$ cat src/rtl/hc165_scan_if.sv
// Pin and result bundle between the 74HC165 scan sequencer and its neighbours.
// The master modport is the sequencer; the slave modport is the chain/consumer side.
interface hc165_scan_if #(
    parameter int NUM_BITS = 16
);
    logic                start;
    logic                sr_q7;
    logic                sr_pl_n;
    logic                sr_cp;
    logic                sr_ce_n;
    logic [NUM_BITS-1:0] data;
    logic                valid;
    logic                busy;

    modport master (
        input  start, sr_q7,
        output sr_pl_n, sr_cp, sr_ce_n, data, valid, busy
    );

    modport slave (
        output start, sr_q7,
        input  sr_pl_n, sr_cp, sr_ce_n, data, valid, busy
    );
endinterface

$ cat src/rtl/hc165_scan_ctrl.sv
// Load/recover/shift sequencer for a 74HC165 daisy chain with parallel word output.
// Pin controls are registered from the current state, so they trail the FSM by one clk.
module hc165_scan_ctrl #(
    parameter int NUM_BITS   = 16,
    parameter int CP_HALF    = 4,
    parameter int PL_CYCLES  = 2,
    parameter int REC_CYCLES = 3
) (
    input logic          clk,
    input logic          rst_n,
    hc165_scan_if.master scan
);
    localparam int CNT_MAX_A = (PL_CYCLES > REC_CYCLES) ? PL_CYCLES : REC_CYCLES;
    localparam int CNT_MAX   = (CNT_MAX_A > CP_HALF) ? CNT_MAX_A : CP_HALF;
    localparam int CNT_W     = (CNT_MAX > 1) ? $clog2(CNT_MAX) : 1;
    localparam int IDX_W     = (NUM_BITS > 1) ? $clog2(NUM_BITS) : 1;

    localparam logic [CNT_W-1:0] PL_LAST  = CNT_W'(PL_CYCLES - 1);
    localparam logic [CNT_W-1:0] REC_LAST = CNT_W'(REC_CYCLES - 1);
    localparam logic [CNT_W-1:0] CP_LAST  = CNT_W'(CP_HALF - 1);
    localparam logic [IDX_W-1:0] IDX_LAST = IDX_W'(NUM_BITS - 1);

    typedef enum logic [2:0] {
        IDLE,
        LOAD,
        RECOVER,
        SHIFT_LO,
        SHIFT_HI,
        DONE
    } state_t;

    state_t              state_q, state_d;
    logic [CNT_W-1:0]    cnt_q, cnt_d;
    logic [IDX_W-1:0]    idx_q, idx_d;
    logic [NUM_BITS-1:0] acc_q, acc_d;
    logic [NUM_BITS-1:0] data_q, data_d;
    logic                valid_q, valid_d;
    logic                busy_q, busy_d;
    logic                pl_n_q, pl_n_d;
    logic                cp_q, cp_d;
    logic                ce_n_q, ce_n_d;
    logic                q7_s1_q, q7_s_q;

    always_ff @(posedge clk or negedge rst_n) begin
        if (!rst_n) begin
            state_q <= IDLE;
            cnt_q   <= '0;
            idx_q   <= '0;
            acc_q   <= '0;
            data_q  <= '0;
            valid_q <= 1'b0;
            busy_q  <= 1'b0;
            pl_n_q  <= 1'b1;
            cp_q    <= 1'b0;
            ce_n_q  <= 1'b1;
            q7_s1_q <= 1'b0;
            q7_s_q  <= 1'b0;
        end else begin
            state_q <= state_d;
            cnt_q   <= cnt_d;
            idx_q   <= idx_d;
            acc_q   <= acc_d;
            data_q  <= data_d;
            valid_q <= valid_d;
            busy_q  <= busy_d;
            pl_n_q  <= pl_n_d;
            cp_q    <= cp_d;
            ce_n_q  <= ce_n_d;
            q7_s1_q <= scan.sr_q7;
            q7_s_q  <= q7_s1_q;
        end
    end

    always_comb begin
        state_d = state_q;
        cnt_d   = cnt_q;
        idx_d   = idx_q;
        acc_d   = acc_q;
        data_d  = data_q;
        valid_d = 1'b0;
        busy_d  = busy_q;
        pl_n_d  = 1'b1;
        cp_d    = 1'b0;
        ce_n_d  = 1'b1;

        unique case (state_q)
            IDLE: begin
                if (scan.start) begin
                    state_d = LOAD;
                    busy_d  = 1'b1;
                    cnt_d   = '0;
                end
            end
            LOAD: begin
                pl_n_d = 1'b0;
                if (cnt_q == PL_LAST) begin
                    cnt_d   = '0;
                    state_d = RECOVER;
                end else begin
                    cnt_d = cnt_q + CNT_W'(1);
                end
            end
            RECOVER: begin
                if (cnt_q == REC_LAST) begin
                    cnt_d   = '0;
                    idx_d   = '0;
                    state_d = SHIFT_LO;
                end else begin
                    cnt_d = cnt_q + CNT_W'(1);
                end
            end
            SHIFT_LO: begin
                ce_n_d = 1'b0;
                if (cnt_q == CP_LAST) begin
                    // Sample at the end of the low phase, long after the previous CP rise.
                    cnt_d   = '0;
                    acc_d   = (acc_q << 1) | NUM_BITS'(q7_s_q);
                    state_d = (idx_q == IDX_LAST) ? DONE : SHIFT_HI;
                end else begin
                    cnt_d = cnt_q + CNT_W'(1);
                end
            end
            SHIFT_HI: begin
                cp_d   = 1'b1;
                ce_n_d = 1'b0;
                if (cnt_q == CP_LAST) begin
                    cnt_d   = '0;
                    idx_d   = idx_q + IDX_W'(1);
                    state_d = SHIFT_LO;
                end else begin
                    cnt_d = cnt_q + CNT_W'(1);
                end
            end
            DONE: begin
                data_d  = acc_q;
                valid_d = 1'b1;
                busy_d  = 1'b0;
                state_d = IDLE;
            end
            default: state_d = IDLE;
        endcase
    end

    assign scan.sr_pl_n = pl_n_q;
    assign scan.sr_cp   = cp_q;
    assign scan.sr_ce_n = ce_n_q;
    assign scan.data    = data_q;
    assign scan.valid   = valid_q;
    assign scan.busy    = busy_q;
endmodule

$ cat src/flat_wrapper.sv
// flat-port wrapper written by rule: the top's interface ports become plain ports
module hc165_scan_ctrl_flat 
#(
    parameter int NUM_BITS   = 16,
    parameter int CP_HALF    = 4,
    parameter int PL_CYCLES  = 2,
    parameter int REC_CYCLES = 3
)
  (clk, rst_n, scan_start, scan_sr_q7, scan_sr_pl_n, scan_sr_cp, scan_sr_ce_n, scan_data, scan_valid, scan_busy);
  hc165_scan_if #(.NUM_BITS(NUM_BITS)) scan_i ();
  input logic clk;
  input logic rst_n;
  input wire logic [$bits(scan_i.start)-1:0] scan_start;
  input wire logic [$bits(scan_i.sr_q7)-1:0] scan_sr_q7;
  output wire logic [$bits(scan_i.sr_pl_n)-1:0] scan_sr_pl_n;
  output wire logic [$bits(scan_i.sr_cp)-1:0] scan_sr_cp;
  output wire logic [$bits(scan_i.sr_ce_n)-1:0] scan_sr_ce_n;
  output wire logic [$bits(scan_i.data)-1:0] scan_data;
  output wire logic [$bits(scan_i.valid)-1:0] scan_valid;
  output wire logic [$bits(scan_i.busy)-1:0] scan_busy;
  assign scan_i.start = scan_start;
  assign scan_i.sr_q7 = scan_sr_q7;
  assign scan_sr_pl_n = scan_i.sr_pl_n;
  assign scan_sr_cp = scan_i.sr_cp;
  assign scan_sr_ce_n = scan_i.sr_ce_n;
  assign scan_data = scan_i.data;
  assign scan_valid = scan_i.valid;
  assign scan_busy = scan_i.busy;
  hc165_scan_ctrl #(.NUM_BITS(NUM_BITS), .CP_HALF(CP_HALF), .PL_CYCLES(PL_CYCLES), .REC_CYCLES(REC_CYCLES)) u_core (.clk(clk), .rst_n(rst_n), .scan(scan_i));
endmodule
$ cat config.mk
export PLATFORM = sky130hd
export DESIGN_NAME = hc165_scan_ctrl_flat
export DESIGN_NICKNAME = d
export VERILOG_FILES = /design/src/rtl/hc165_scan_if.sv /design/src/rtl/hc165_scan_ctrl.sv /design/src/flat_wrapper.sv
export SDC_FILE = /design/constraint.sdc
export NUM_CORES = 1
export LEC_CHECK = 0
export CORE_ASPECT_RATIO = 1.4
export CORE_UTILIZATION = 55
export DETAILED_ROUTE_END_ITERATION = 10
export PLACE_DENSITY = 0.79
export SLEW_MARGIN = 10
export SYNTH_ARGS = -nofsm -noshare
export SYNTH_HDL_FRONTEND = slang
export SYNTH_SLANG_ARGS = --single-unit
export TNS_END_PERCENT = 50
$ cat constraint.sdc
create_clock -name clk -period 4.79 [get_ports clk]
set_input_delay 0.7185 -clock clk [delete_from_list [all_inputs] [get_ports clk]]
set_output_delay 0.7185 -clock clk [all_outputs]
set_load 0.05 [all_outputs]
# Yosys cells after proc, flatten, opt, wreduce, memory -nomap -nowiden

Cells that the tools add are included.

Word-level logic and storage cells: 60
Output and inout bits: 21
Bits of input ports: 4
Register bits after elaboration: 48

Bitwise logic cells: 1
Add/sub/neg operators: 2
Equality and inequality tests: 14
Muxes and demuxes: 21
Reduce and logical (&&, ||, !) cells: 10

Operator list:

| operator                                                                | count |
|---|---|
| 16-bit by 1-bit bitwise OR with 16-bit output                           | 1 |
| 3-bit 2-to-1 mux                                                        | 5 |
| 3-bit case mux with 5 select lines                                      | 1 |
| 2-bit 2-to-1 mux                                                        | 4 |
| 4-bit 2-to-1 mux                                                        | 2 |
| 2-bit by 1-bit inequality test with 1-bit output, second input constant | 4 |
| 2-bit case mux with 4 select lines                                      | 1 |
| 4-bit case mux with 2 select lines                                      | 1 |
| 3-bit by 2-bit == test with 1-bit output, second input constant         | 2 |
| 3-bit == test, second input constant                                    | 2 |
| 1-bit 2-to-1 mux                                                        | 6 |
| 2-bit AND reduction                                                     | 3 |
| 5-bit AND reduction                                                     | 1 |
| 4-bit by 1-bit adder with 4-bit output, second input constant           | 1 |
| 2-bit == test, second input constant                                    | 2 |
| 4-bit == test, second input constant                                    | 1 |
| 2-bit nonzero test                                                      | 2 |
| 4-bit nonzero test                                                      | 1 |
| 3-bit by 1-bit == test with 1-bit output, second input constant         | 1 |
| 3-bit logical NOT                                                       | 1 |
| 3-bit AND reduction                                                     | 1 |
| 2-bit by 1-bit adder with 2-bit output, second input constant           | 1 |
| 2-bit by 1-bit == test with 1-bit output, second input constant         | 1 |
| 2-bit inequality test, second input constant                            | 1 |
| 2 further kinds                                                         | 2 |

# Logic depth before layout (Yosys ltp)

Word-level depth: 4
Gate-level depth with buffers: 6
Gate-level depth less buffers: 5

# Least setup slack after synthesis

OpenSTA, ideal clock, no wires.

Path kind: register to register
Start: register u_core.cnt_q[0]
End: register u_core.state_q[0]
Slack: 3.134 ns
Stages on the path, launching flop included: 6
Clock period less this slack: 1.656 ns
Path buffers: 1
Arrival: 1.535 ns
Setup time: 0.121 ns
Required time: 4.669 ns
Path through: dfrtp_1 ha_1 clkbuf_1 mux2_2 a32o_1 a22o_1

Word-level cells in the longest chain between the ends: 3
Elaborated cells between the ends (all ways): 8
Classes of those cells: eq/ne (7); reduce/logical (1)

RTL lines:

| item                                                       | line                                           | RTL |
|---|---|---|
| start, declared                                            | hc165_scan_ctrl.sv:33                          | `logic [CNT_W-1:0] cnt_q, cnt_d;` |
| start signal, assigned                                     | hc165_scan_ctrl.sv:60                          | `cnt_q <= cnt_d;` |
| 2-bit == test (tied with other cells)                      | hc165_scan_ctrl.sv:114, hc165_scan_ctrl.sv:126 |  |
| 2-bit by 1-bit inequality test with 1-bit output (no line) | n/a                                            |  |
| 5-bit AND reduction (no line) (*)                          | n/a                                            |  |
| end signal, assigned                                       | hc165_scan_ctrl.sv:59                          | `state_q <= state_d;` |
| end, declared                                              | hc165_scan_ctrl.sv:32                          | `state_t state_q, state_d;` |

Every way passes the cells marked *; elsewhere a longest branch is shown, timed or not.
A chain may end at the register's enable or synchronous reset.

# Final worst setup path

Start: register u_core.pl_n_q, in the netlist u_core.scan.sr_pl_n
End: output port scan_sr_pl_n

RTL lines:

| item                   | line                  | RTL |
|---|---|---|
| start, declared        | hc165_scan_ctrl.sv:39 | `logic pl_n_q, pl_n_d;` |
| start signal, assigned | hc165_scan_ctrl.sv:66 | `pl_n_q <= pl_n_d;` |
| end, declared          | flat_wrapper.sv:15    | `output wire logic [$bits(scan_i.sr_pl_n)-1:0] scan_sr_pl_n;` |

No word-level cell between the ends.

==> impl_results.md <==
* CTS tree: built
* CP required at 4070 ps
* R2R Path Start: u_core.state_q[0]
* Worst Path Buf+Inv at 1
* Syn nets at 162
* Die span in x at 54.53 microns
* Ant. Diodes at 0
* Post-CTS Hold Buffers at 0
* Vias in the first global route at roughly 1200
* Flops & latches, synth at 48
* Hold Vio Cnt, Final at 0
* Distinct cells, synth at 38
* Routed len/inst at approximately 16 microns
* Clock Latency Late Sink at 300 ps
* IO Count at 25
* Post-synthesis async set-or-reset flop share at 1.000
* Power Density at 440.0 nW/um^2
* Setup TNS at 0 ps
* Ys flop type: dfrtp_1
* Clock skew at 5.196 ps
* Maximum vdd ir drop at 0.3611 mV
* Post-synth EDFFs at 0
* Max-slew headroom at 0.2970
* Largest net degree at the start of global routing at 49
* Synth Instances at 151
* Tot Pwr at 1.081 mW
* Worst-path cell with the longest stage delay: clkdlybuf4s50_1
* Worst Hold End: u_core.q7_s_q
* Status: complete, no violations
* CP endpoint kind: output pin
* Clock tree sinks at 48
* Crit-path cells: clkdlybuf4s50_1
* Core area at between 3000 and 4000 sq um
* DIE HEIGHT at ~76 microns
* Worst path depth at 1
* Slew Limit Fails at 0
* CP delay by family, top: buffers and inverters
* Setup CP Type: reg2out
* Final ANT Viol Nets at 0
* RSZ-0062 raised after global routing: no
* Final setup fails at 0
* Clock Root Buffer: clkbuf_8
* Worst EP arrival at 1620 ps
* Iter 0 DRT Violations at 15
* Mapped cell area at around 2100 sq um
* Die area at 4119 sq um
* Area grow syn2layout at 15.61%
* DR pass1 iterations at 5
* FF-to-FF End: u_core.acc_q[12]
* Hold path cells at 0
* Critical Path Source Type: flip-flop
* Pleak at about 1.2 nW
* Seq/Total Area, Yosys at 0.5665
* Initial antenna violation count at 0
* Most frequent cells in the layout: dfrtp_1, mux2_2, clkdlybuf4s50_1
* Hold Crit Start: u_core.q7_s1_q
* Max-cap viol count at 0
* Final worst path period need at 2336 ps
* Ys Warns at 0
* Htree depth at 2
* # nets final at 186
* Layout cells sized above 1 at 0.2841
* HP Class: reg2reg
* Worst-path clk slew at approximately 80 ps
* Number of port buffers at 24
* Starting Density at 0.5779
* Setup Buffers After CTS at 0
* PostCTS Resize Cnt at 0
* Row cnt at 26
* Commonest non-fill, non-tap cell in the layout: dfrtp_1
* Drc violations at 0
* Average cell area after synthesis at 14.07 sq um
* CP peak stage delay at 800 ps
* Fmax at 428.1 MHz
* Vias at 1229
* GRT Overall Usage at 0.2007
* Crit Path Max Fanout at 1
* DP HPWL at 2.439 mm
* Worst reg2reg path depth at 3
* Maximum buffer depth of the clock tree at 2
* Register-to-register setup slack at 2950 ps
* Vias per inst at roughly 5.6
* First-pass GRT wire length at 5.699 mm
* Gpl congestion at between 0.7 and 0.8
* CTS buffer count at 5
* Final worst path period share at 0.4877
* Total gr overflow at 0
* Routed wire length at 3.461 mm
* Worst Max-Slew Pin Slew at approximately 1100 ps
## logic make-up after synthesis
logic type,Yosys count,share of synthesized area
AO/OA/AOI/OAI,20,0.06125
adder cells (fa/ha/maj),7,0.04122
buffers and inverters,13,0.03592
flip-flops,48,0.5665
multiplexers,37,0.2097
AND/OR/NAND/NOR,26,0.08540
## sequential cells by signal (all words and copies together) (netlist names)
register             count
u_core.acc_q            16
u_core.scan.data        16
u_core.idx_q             4
u_core.state_q           3
u_core.cnt_q             2
u_core.q7_s1_q           1
u_core.q7_s_q            1
u_core.scan.busy         1
u_core.scan.sr_ce_n      1
u_core.scan.sr_cp        1
u_core.scan.sr_pl_n      1
u_core.scan.valid        1
## where the power goes
group	switching, mW	leakage, nW	internal [mW]
Sequential	0.0725	0.646	0.453
Combinational	0.169	0.516	0.136
Clock	0.133	0.0434	0.117
Total	0.375	1.21	0.706
## layer usage
layer,global-route usage,share of wire,vias up
met5,0,0,-
met2,0.3266,0.52,30
met4,0.09687,0.021,0
met1,0.2424,0.43,613
met3,0.05389,0.032,5
li1,-,-,581
## stage by stage
| stage | setup slack, ps | area, sq um | util | cells | hold slack (ps) |
|---|---|---|---|---|---|
| after global placement | 2789 | 2359 | 0.6416 | 210 | 334.9 |
| after floorplan | 3134 | 2125 | - | 151 | 331.2 |
| after CTS | 2434 | 2456 | 0.6681 | 218 | 364.7 |
| after global routing | 2410 | 2456 | 0.6681 | 218 | 383.3 |
| after detailed placement | 2771 | 2359 | 0.6416 | 210 | 345.0 |
| final | 2454 | 2456 | 0.6681 | 218 | 357.3 |
## synth_stat cells, drive strengths merged, types with 3 or more instances
cell | count | area share
a21oi | 3 | 0.0071
buf | 5 | 0.022
dfrtp | 46 | 0.54
ha | 7 | 0.041
inv | 6 | 0.011
mux2 | 33 | 0.19
mux2i | 4 | 0.019
nand2 | 7 | 0.012
nand3 | 5 | 0.020
nor2 | 3 | 0.0053
o21ai | 7 | 0.016
## worst register-to-register path: cells and delay by family (launching register included)
| family | cells | cell delay [ps] |
|---|---|---|
| flip-flops | 1 | 720 |
| AND/OR/NAND/NOR | 2 | 610 |
| multiplexers | 1 | 400 |
## how the worst max path moves through the flow
stage / start / end / slack, ps
floorplan: u_core.cnt_q[0] / u_core.state_q[0] / 3130
global placement: u_core.scan.sr_pl_n / scan_sr_pl_n / 2790
detailed placement: u_core.scan.sr_pl_n / scan_sr_pl_n / 2770
CTS: u_core.scan.sr_pl_n / scan_sr_pl_n / 2430
global route: u_core.scan.sr_pl_n / scan_sr_pl_n / 2410
finish: u_core.scan.sr_pl_n / scan_sr_pl_n / 2450
## layout make-up
type	instances	area, sq um
Fill cell	274	1220
Sequential cell	48	1204
Multi-Input combinational cell	90	844.6
Timing Repair Buffer	24	235.2
Clock buffer	6	82.58
Tap cell	42	52.55
Inverter	6	22.52
Clock inverter	2	15.01
Note: power is estimated with default switching activity, not from simulation.
==> RTL edit, RTL diff (config.mk and constraints unchanged) <==
The 6 states of `state_t` get a one-hot encoding in 6 bits.
--- a/src/rtl/hc165_scan_ctrl.sv
+++ b/src/rtl/hc165_scan_ctrl.sv
@@ -22,9 +22,9 @@
 
-    typedef enum logic [2:0] {
-        IDLE,
-        LOAD,
-        RECOVER,
-        SHIFT_LO,
-        SHIFT_HI,
-        DONE
+    typedef enum logic [5:0] {
+        IDLE     = 6'b000001,
+        LOAD     = 6'b000010,
+        RECOVER  = 6'b000100,
+        SHIFT_LO = 6'b001000,
+        SHIFT_HI = 6'b010000,
+        DONE     = 6'b100000
     } state_t;
Formal check against the unedited RTL: same outputs for any inputs over 10 cycles, from zero or initial values and one cycle with rst_n low; not proved beyond that.
==> RTL edit against the unedited design <==
  * Sequential cell count up 3
  * Clock skew about the same
  * Wire length grew 9.8%
  * Worst setup slack better by 0.0020 ns
  * Largest cell class unchanged
  * Synthesized area increased by 3.8%
  * Highest routed layer unchanged
  * Design area rose by 4.9%
  * Critical path type unchanged
Power is not compared: it rests on default switching activity, and its combinational part moved more than twofold at a synthesized area within 25%.
==> RTL edit: results <==
{
  "hold_path_class": "input port to async pin",
  "gr-total-overflow": 0,
  "grt_pass1_vias": 1435,
  "antenna_found_initial": 0,
  "clk_pin_slew_ns": 0.09,
  "p_leak_nw": 1.203,
  "wl_per_cell_um": 16.74,
  "clock_skew_ns": 0.005214,
  "slew_headroom": 0.6059,
  "yosysUniqueCellTypes": 45,
  "dp_cells": 218,
  "drtPass1Iterations": 4,
  "cts_max_level": 2,
  "placed_cell_area_um2": 2459,
  "status": "complete, no violations",
  "cts_resized": 0,
  "place_congestion": 0.8997,
  "postSynthAreaPerCell_um2": 13.87,
  "synthTopCellsByCount": "dfrtp_1 (48), mux2_2 (32), ha_1 (7), inv_1 (7), o21ai_0 (5)",
  "crit_path_top_delay_cell": "clkdlybuf4s50_1",
  "synthArstFlopShare": 1.000,
  "cts_buffers": 5,
  "slowest_delay_ns": 0.79,
  "synthFlopType": "dfrtp_1",
  "grt_pass1_wl_mm": 6.644,
  "wl_mm": 3.799,
  "grtUsageTotal": 0.2001,
  "drive_above_1_share": 0.3027,
  "yosysSeqAreaShare": 0.5803,
  "critPathArrivalTime_ns": 1.62,
  "antennaDiodeCount": 0,
  "fin_nets": 195,
  "vias_per_cell": 6.048,
  "yosysWarnings": 0,
  "dp_hpwl_mm": 2.586,
  "fillers": 284,
  "clock_latency_ns": 0.30,
  "synth_area_leaders": "dfrtp_1 (54%), mux2_2 (16%), ha_1 (4.0%)",
  "drt_iter0_markers": 74,
  "grt_max_degree": 52,
  "clock-root-buffer": "clkbuf_8",
  "synth_fp_nets": 170,
  "ctsLongestPathBuffers": 2
}
[RTL edit: cell count changes in the layout (fill, tap and decap cells not counted), sizes merged, moves of 3 or more]
cell and change:
nand3 -3, mux2i -3, xor2 +3, o2bb2ai +3
[RTL edit: layout make-up]
type                    count  area, um2  area share
clock buffers               6      82.58     0.03204
clock inverters             2      16.27    0.006311
inverters                   8      35.03     0.01359
multi-input cells          93      855.8      0.3320
flip-flops and latches     51       1280      0.4966
well taps                  42      52.55     0.02039
repair buffers             25      255.2     0.09903
[RTL edit: path summary, 6_finish.rpt]
kind                                startpoint                   end  slack (ns)  cells after the start
max                        u_core.scan.sr_pl_n          scan_sr_pl_n        2.46                      1
min                                      rst_n  u_core.scan.data[12]        0.35                      1
max reg2reg                  u_core.state_q[4]      u_core.acc_q[13]        2.72                      3
min reg2reg                     u_core.q7_s1_q         u_core.q7_s_q        0.37                      0
max in group asynchronous                rst_n   u_core.scan.sr_pl_n        3.85                      2
min in group clk                u_core.q7_s1_q         u_core.q7_s_q        0.37                      0
[RTL edit: logic make-up (layout without fill, tap and decap cells)]
kind of cell             after synthesis  after routing  share of synthesized area
AO/OA/AOI/OAI                         27             27                    0.09019
XOR/XNOR                               3              3                    0.01191
adder cells (fa/ha/maj)                7              7                    0.03970
buffers and inverters                 15             41                    0.03177
flip-flops                            51             51                     0.5803
multiplexers                          33             33                     0.1679
AND/OR/NAND/NOR                       23             23                    0.07828
[RTL edit: layer usage]
layer | GRT usage | vias to the layer above | share of wire
met5 | 0 | - | 0
met4 | 0.1150 | 0 | 0.029
met3 | 0.04216 | 11 | 0.036
met2 | 0.3506 | 40 | 0.53
met1 | 0.2211 | 696 | 0.40
li1 | - | 626 | -
[RTL edit: power by group through the flow]
| stage | Sequential, mW | Combinational (mW) | Clock [mW] |
|---|---|---|---|
| final | 0.435 | 0.0144 | 0.258 |
| after global routing | 0.436 | 0.0168 | 0.280 |
| after CTS | 0.435 | 0.0131 | 0.269 |
| after detailed placement | 0.444 | 0.0130 | 0 |
| after global placement | 0.444 | 0.0125 | 0 |
| after floorplan | 0.443 | 0.00227 | 0 |
[RTL edit: through the flow]
step / hold slack (ns) / power (mW) / worst slack [ns]
global route: 0.3730 / 0.7323 / 2.423
detailed placement: 0.3482 / 0.4568 / 2.753
finish: 0.3540 / 0.7078 / 2.456
floorplan: 0.3312 / 0.4453 / 2.902
global placement: 0.3354 / 0.4560 / 2.793
CTS: 0.3710 / 0.7170 / 2.439
